--- config.mk ---
export PLATFORM = sky130hd
export DESIGN_NAME = float_to_fixed_denorm
export DESIGN_NICKNAME = d
export VERILOG_FILES = /design/src/rtl/float_to_fixed_denorm.sv
export SDC_FILE = /design/constraint.sdc
export NUM_CORES = 1
export LEC_CHECK = 0
export BUFFER_PORTS_ARGS = -buffer_cell sky130_fd_sc_hd__buf_2
export CAP_MARGIN = 30
export CELL_PAD_IN_SITES_DETAIL_PLACEMENT = 0
export CELL_PAD_IN_SITES_GLOBAL_PLACEMENT = 2
export CORE_AREA = 3 3 166 168
export CTS_CLUSTER_DIAMETER = 80
export CTS_CLUSTER_SIZE = 14
export DETAILED_ROUTE_END_ITERATION = 10
export DIE_AREA = 0 0 169 171
export GPL_TIMING_DRIVEN = 1
export PLACE_DENSITY_LB_ADDON = 0.3
export RECOVER_POWER = 100
export SKIP_LAST_GASP = 1
export SLEW_MARGIN = 20
export SYNTH_ARGS = -nofsm -noshare
export SYNTH_HDL_FRONTEND = slang
export SYNTH_SLANG_ARGS = --single-unit
--- constraint.sdc ---
create_clock -name clk -period 5.5 [get_ports clk]
set_input_delay 0 -clock clk [delete_from_list [all_inputs] [get_ports clk]]
set_output_delay 0 -clock clk [all_outputs]
set_load 0.005 [all_outputs]
--- src/rtl/float_to_fixed_denorm.sv ---
// float_to_fixed_denorm: three-stage denormalizer from IEEE single precision
// to a symmetric-saturating two's-complement Q(OUT_W-FRAC_BITS).FRAC_BITS word.
// Stage 1 classifies and computes the shift, stage 2 barrel-shifts the
// mantissa, stage 3 applies saturation and sign.
module float_to_fixed_denorm #(
  parameter int OUT_W     = 48,
  parameter int FRAC_BITS = 32,
  parameter int BIAS      = 127
) (
  input  logic             clk,
  input  logic             rst,
  input  logic             in_valid,
  output logic             in_ready,
  input  logic [31:0]      in_data,
  output logic             out_valid,
  input  logic             out_ready,
  output logic [OUT_W-1:0] out_data,
  output logic             out_ovf,
  output logic             out_udf
);

  localparam int MAG_W     = OUT_W - 1;
  localparam int SHIFT_OFS = BIAS - FRAC_BITS + 23;

  // Shift at which the leading one would land on the sign bit, and the shift
  // at which the whole mantissa falls below the least significant bit.
  localparam logic signed [9:0] SAT_S  = 10'(OUT_W - 24);
  localparam logic signed [9:0] ZERO_S = -10'sd24;

  localparam logic [OUT_W-1:0] POS_SAT = {1'b0, {(OUT_W-1){1'b1}}};
  localparam logic [OUT_W-1:0] NEG_SAT = {1'b1, {(OUT_W-2){1'b0}}, 1'b1};

  typedef enum logic [1:0] {
    CLS_NUM  = 2'd0,
    CLS_ZERO = 2'd1,
    CLS_SAT  = 2'd2
  } cls_t;

  logic en;

  logic [7:0]        in_exp;
  logic [22:0]       in_frac;
  logic signed [9:0] in_shift;
  cls_t              in_cls;
  logic              in_ovf;
  logic              in_udf;

  logic              s1_valid;
  logic              s1_sign;
  cls_t              s1_cls;
  logic [23:0]       s1_mant;
  logic signed [9:0] s1_shift;
  logic              s1_ovf;
  logic              s1_udf;

  logic [MAG_W-1:0]  mant_ext;
  logic signed [9:0] neg_shift;
  logic [MAG_W-1:0]  s1_mag;

  logic              s2_valid;
  logic              s2_sign;
  cls_t              s2_cls;
  logic [MAG_W-1:0]  s2_mag;
  logic              s2_ovf;
  logic              s2_udf;

  logic [OUT_W-1:0]  s2_result;

  // The whole pipe moves as one unit; it only stalls when a result is stuck
  // at the output. Reset also reports ready so upstream never sees a stall.
  assign en       = !out_valid || out_ready;
  assign in_ready = en || rst;

  assign in_exp   = in_data[30:23];
  assign in_frac  = in_data[22:0];
  assign in_shift = $signed({2'b00, in_exp}) - 10'(SHIFT_OFS);

  // Classify the incoming float: flushed zero, saturating, or ordinary number.
  always_comb begin
    in_cls = CLS_NUM;
    in_ovf = 1'b0;
    in_udf = 1'b0;
    if (in_exp == 8'd0) begin
      in_cls = CLS_ZERO;
      in_udf = (in_frac != '0);
    end else if (in_exp == 8'hFF || in_shift >= SAT_S) begin
      in_cls = CLS_SAT;
      in_ovf = 1'b1;
    end else if (in_shift <= ZERO_S) begin
      in_cls = CLS_ZERO;
      in_udf = 1'b1;
    end
  end

  // Stage 1 register: classification, restored mantissa and shift amount.
  always_ff @(posedge clk) begin
    if (rst) begin
      s1_valid <= 1'b0;
      s1_sign  <= 1'b0;
      s1_cls   <= CLS_ZERO;
      s1_mant  <= '0;
      s1_shift <= '0;
      s1_ovf   <= 1'b0;
      s1_udf   <= 1'b0;
    end else if (en) begin
      s1_valid <= in_valid;
      s1_sign  <= in_data[31];
      s1_cls   <= in_cls;
      s1_mant  <= {1'b1, in_frac};
      s1_shift <= in_shift;
      s1_ovf   <= in_ovf;
      s1_udf   <= in_udf;
    end
  end

  assign mant_ext  = MAG_W'(s1_mant);
  assign neg_shift = -s1_shift;

  // Barrel shift; right shifts simply drop the low bits (truncate toward zero).
  always_comb begin
    s1_mag = '0;
    if (!s1_shift[9]) begin
      s1_mag = mant_ext << s1_shift;
    end else begin
      s1_mag = mant_ext >> neg_shift;
    end
  end

  // Stage 2 register: unsigned magnitude plus the carried class and flags.
  always_ff @(posedge clk) begin
    if (rst) begin
      s2_valid <= 1'b0;
      s2_sign  <= 1'b0;
      s2_cls   <= CLS_ZERO;
      s2_mag   <= '0;
      s2_ovf   <= 1'b0;
      s2_udf   <= 1'b0;
    end else if (en) begin
      s2_valid <= s1_valid;
      s2_sign  <= s1_sign;
      s2_cls   <= s1_cls;
      s2_mag   <= s1_mag;
      s2_ovf   <= s1_ovf;
      s2_udf   <= s1_udf;
    end
  end

  // Apply symmetric saturation and sign; zeros ignore the sign so -0.0 maps to 0.
  always_comb begin
    s2_result = '0;
    case (s2_cls)
      CLS_SAT: s2_result = s2_sign ? NEG_SAT : POS_SAT;
      CLS_NUM: s2_result = s2_sign ? ('0 - {1'b0, s2_mag}) : {1'b0, s2_mag};
      default: s2_result = '0;
    endcase
  end

  // Output register: data and flags are only non-zero alongside a valid sample.
  always_ff @(posedge clk) begin
    if (rst) begin
      out_valid <= 1'b0;
      out_data  <= '0;
      out_ovf   <= 1'b0;
      out_udf   <= 1'b0;
    end else if (en) begin
      out_valid <= s2_valid;
      out_data  <= s2_valid ? s2_result : '0;
      out_ovf   <= s2_valid && s2_ovf;
      out_udf   <= s2_valid && s2_udf;
    end
  end

endmodule

# ---- Word level (Yosys, flattened, before mapping)
# Index checks and enable logic that the tools add are counted.
dict set report word_totals {
  register_bits 143
  input_bits 36
  out_inout_bits 52
  elab_cells 48
}
dict set report classes {
  add_sub_neg 3
  order_cmp 2
  n_eq_ne 2
  n_shift 2
  muxes 13
  n_reduce_logical 9
}
# op n
set op_table {}
lappend op_table {{$mux 48} 3}
lappend op_table {{$pmux 48 s2} 1}
lappend op_table {{$sub 1x47->48 const A} 1}
lappend op_table {{$mux 47} 1}
lappend op_table {{$shl 24x10->47} 1}
lappend op_table {{$shr 24x10->47} 1}
lappend op_table {{$reduce_bool 23->1} 1}
lappend op_table {{$neg 9->10} 1}
lappend op_table {{$ge 9x6->1 const B} 1}
lappend op_table {{$le 9x6->1 const B} 1}
lappend op_table {{$sub 8x7->9 const B} 1}
lappend op_table {{$eq 8x8->1 const B} 1}
lappend op_table {{$logic_not 8->1} 1}
lappend op_table {{$mux 1} 6}
lappend op_table {{$mux 2} 2}
lappend op_table {{$logic_or 1x1->1} 3}
lappend op_table {{$eq 2x2->1 const B} 1}
lappend op_table {{$logic_and 1x1->1} 2}
lappend op_table {{$logic_not 2->1} 1}
lappend op_table {{$logic_not 1->1} 1}

# ---- Logic depth before layout (Yosys ltp)
dict set report logic_depth {
  depth_word 5
  mapped_depth 15
  depth_no_buf 8
}

# ---- Worst setup path before layout
# No wires, ideal clock.
dict set report synth_timing {
  kind {register -> register}
  start {register s1_shift[0]}
  end {register s2_mag[4]}
  setup_ps 122
  arrival_time_ps 3029
  required_ps 5378
  slack_ps 2349
  path_stages_with_launch 14
  n_path_buf 5
  synth_period_minus_slack_ps 3151
  path_cell_list {dfxtp_1 -> buf_4 -> buf_6 -> buf_4 -> inv_2 -> buf_1 -> ha_1 -> buf_2 -> nor3b_2 -> mux2i_1 -> a2bb2oi_2 -> nor4_2 -> and3_1 -> a311o_1}
}
dict set report synth_via {
  elab_chain_len 3
  elab_cells_between_ends 4
  classes_between {1 x add/sub; 2 x shift; 1 x mux}
}
# item line
set synth_rtl {}
lappend synth_rtl {{start, declared} 52} ;# logic signed [9:0] s1_shift;
lappend synth_rtl {{start signal, assigned} 110} ;# s1_shift <= in_shift;
lappend synth_rtl {{$neg 9->10} 117} ;# assign neg_shift = -s1_shift;
lappend synth_rtl {{$shr 24x10->47} 125} ;# s1_mag = mant_ext >> neg_shift;
lappend synth_rtl {{$mux 47 (*)} 122} ;# if (!s1_shift[9]) begin
lappend synth_rtl {{end signal, assigned} 142} ;# s2_mag <= s1_mag;
lappend synth_rtl {{end, declared} 63} ;# logic [MAG_W-1:0] s2_mag;
# Every way passes the cells marked *; elsewhere a longest branch is shown, timed or not.
# A chain may end at the register's enable or synchronous reset.

==> flow_metrics.tcl <==
set metrics [dict create \
    dr.pass1.iters 5 \
    final_common_cell "nand2_1" \
    avgSynthCellArea_sq_um 8.10 \
    drc 0 \
    cts-buffers-inserted 17 \
    fp.dieW_um 169 \
    hold_class "primary input to flop" \
    max_freq_mhz 261 \
    crit_path_end_kind "flop" \
    skew_ns 0.00662 \
    wl_met2_mm 17.1 \
    viasPerCell 6.07 \
    post-place-cells 1582 \
    syn_area_sq_um 10100 \
    post_cts_resized 0 \
    post-route-min-period_ns 3.84 \
    initial_utilization_pct 38.9 \
    cts_max_level 4 \
    cp-start-kind "primary input" \
    final_nets 1338 \
    antenna_cells 0 \
    hold_viol 0 \
    clock_path_buffers 2 \
    violations "capacitance limit, slew limit" \
    grt_overflow_total 0 \
    clock_latency_ns 0.43 \
    p_sw_mw 1.15 \
    setup_tns_ns 0 \
    wl_per_cell_um 22.3 \
    post-route-util_pct 44.0 \
    grt_pass1_wl_mm 57.5 \
    power.leakage_nw 4.33 \
    first_iter_violations 993 \
    drive_gt1_share_pct 15.0 \
    wl_mm 36.8 \
    p_sw_share_pct 36.7 \
    cellPowerDensity_nw_per_um2 273 \
    synth_cell_types 91 \
    area_growth_pct 13.2 \
    yosysSeqAreaShare_pct 27.9 \
    grt_pass1_vias 9504 \
    wl_met3_mm 1.90 \
    yosysWarnings 0 \
    most-common-layout-cells "nand2_1 (149), dfxtp_1 (139), nor2_1 (110)" \
    crit_fanout 66 \
    final_max_slew_viol_count 94 \
    fin_crit_sh_pct 69.7 \
    pwr-share-comb_pct 27.6 \
    status "finished, violations left" \
    cp.arrival_ns 4.16 \
    postRouteAntennaNets 0 \
    async_flop_share_pct 0 \
    rows 59 \
    core_area_sq_um 26100 \
    ir_worst_vdd_mv 0.167 \
    tritoncts "done" \
    synth_edf_count 0 \
    io_buffers 87 \
    rsz0062_at_grt "false" \
    antenna_found_initial 0 \
    clk_pin_slew_worst_paths_ns 0.07 \
    grt_max_degree 74 \
    drt-met1-wl_mm 16.7 \
    worst_pin_slew_ns 3.04 \
    root_buffer "clkbuf_16" \
    num_vias 10000 \
    dp_hpwl_mm 26.6 \
    setup_viol 0 \
    dr.max_layer_used "met4" \
    slew_headroom_pct -103 \
    synth_flop_cell "dfxtp_1" \
    cap_violations 2 \
    die_area_sq_um 28900 \
    ys_ff_latch 141 \
    path_class "primary input to flop" \
    seq_power_share_pct 36.2 \
    mappedNetlistNets 1290 \
    power.internal_mw 1.98 \
    crit_required_ns 5.82 \
    cts.sinks 141 \
    ioPinCount 88 \
    syn_inst 1251 \
    grt_usage_pct 25.3 \
    p_clk_share_pct 36.2 \
    place_congestion 0.948 \
    instances_no_fill 1647 \
    die_h_um 171 \
]
## stage by stage
step / hold WS, ns / instance area, sq um / total power, mW / worst slack, ns
floorplan: 0.0960 / 10100 / 1.74 / 2.35
global placement: 0.251 / 10600 / 1.99 / 2.23
detailed placement: 0.253 / 10700 / 1.99 / 2.16
CTS: 0.0145 / 11500 / 3.13 / 2.16
global route: 0.0365 / 11500 / 3.27 / 1.32
finish: 0.0262 / 11500 / 3.13 / 1.66
## logic make-up after synthesis
logic type | after synthesis | synth area share (%)
simple gates | 453 | 22.3
compound gates | 368 | 24.5
flops | 141 | 27.9
buf+inv | 128 | 5.86
mux | 122 | 15.8
xor+xnor | 36 | 3.26
fa+ha+maj | 3 | 0.371
## metal layers
| metal | vias up | GRT usage, % |
|---|---|---|
| met2 | 360 | 41.4 |
| met1 | 4810 | 34.2 |
| met4 | 0 | 8.96 |
| li1 | 4776 | - |
| met3 | 59 | 3.77 |
| met5 | - | 0 |
## synthesized netlist by cell type, drive strengths merged, types with 8 or more instances
library cell	n	area, sq um
inv	10	37.5
xnor2	9	86.3
mux2i	68	681
o22ai	24	156
mux4	28	631
a211oi	14	105
nand4	14	103
a21oi	96	480
a221oi	8	70.1
or3	11	73.8
nor4	22	195
nor2	111	424
a22o	23	201
nor2b	21	131
xor2	27	244
dfxtp	141	2820
mux2	26	293
o21ai	65	337
clkbuf	74	299
buf	43	253
nand3	26	130
a22oi	18	135
o211ai	12	90.1
nand2	149	559
a31oi	15	93.8
nand2b	15	93.8
o31ai	18	135
nor3	44	236
## worst max-delay path: stages
cell and delay, ns:
dlygate4sd3_1 0.52, buf_2 0.42, clkbuf_1 2.19, nor4_1 0.38, and3_1 0.32, a311o_1 0.31
## sequential cells by signal, indices dropped and copies added, names as in the netlist, 2 cells and up
register,count
out_data,48
s2_mag,47
s1_mant,24
s1_shift,9
s1_cls,2
s2_cls,2
## worst paths after layout
kind	startpoint	end	slack (ns)	cells after the start
worst max-delay path	rst	s2_mag[4]$_SDFFE_PP0P_	1.66	6
worst min register to register	out_data[0]$_SDFFE_PP0P_	out_data[0]$_SDFFE_PP0P_	0.45	2
worst max register to register	s1_shift[1]$_SDFFE_PP0P_	s2_mag[14]$_SDFFE_PP0P_	1.69	8
worst min-delay path	in_data[30]	s1_shift[7]$_SDFFE_PP0P_	0.03	4
## repair_timing
action / in CTS / in global routing
endpoints found under the hold margin: 29 / 0
setup buffers: 0 / 0
hold buffers: 29 / 0
## power by group through the flow
stage | registers (mW) | clock network [mW] | logic, mW
2_1_floorplan | 1.11 | 0 | 0.626
3_3_place_gp | 1.16 | 0 | 0.835
3_5_place_dp | 1.16 | 0 | 0.830
4_1_cts | 1.13 | 1.15 | 0.849
5_1_grt | 1.14 | 1.20 | 0.934
6_report | 1.13 | 1.13 | 0.863
## cell type report
type	count	area (sq um)
well taps	335	419
inverters	11	41.3
multi-input cells	982	6690
flip-flops and latches	141	2830
fillers	2727	14600
repair buffers	146	931
clock buffers	17	425
clock inverters	15	130
No activity file was read; power rests on OpenSTA's default activity.
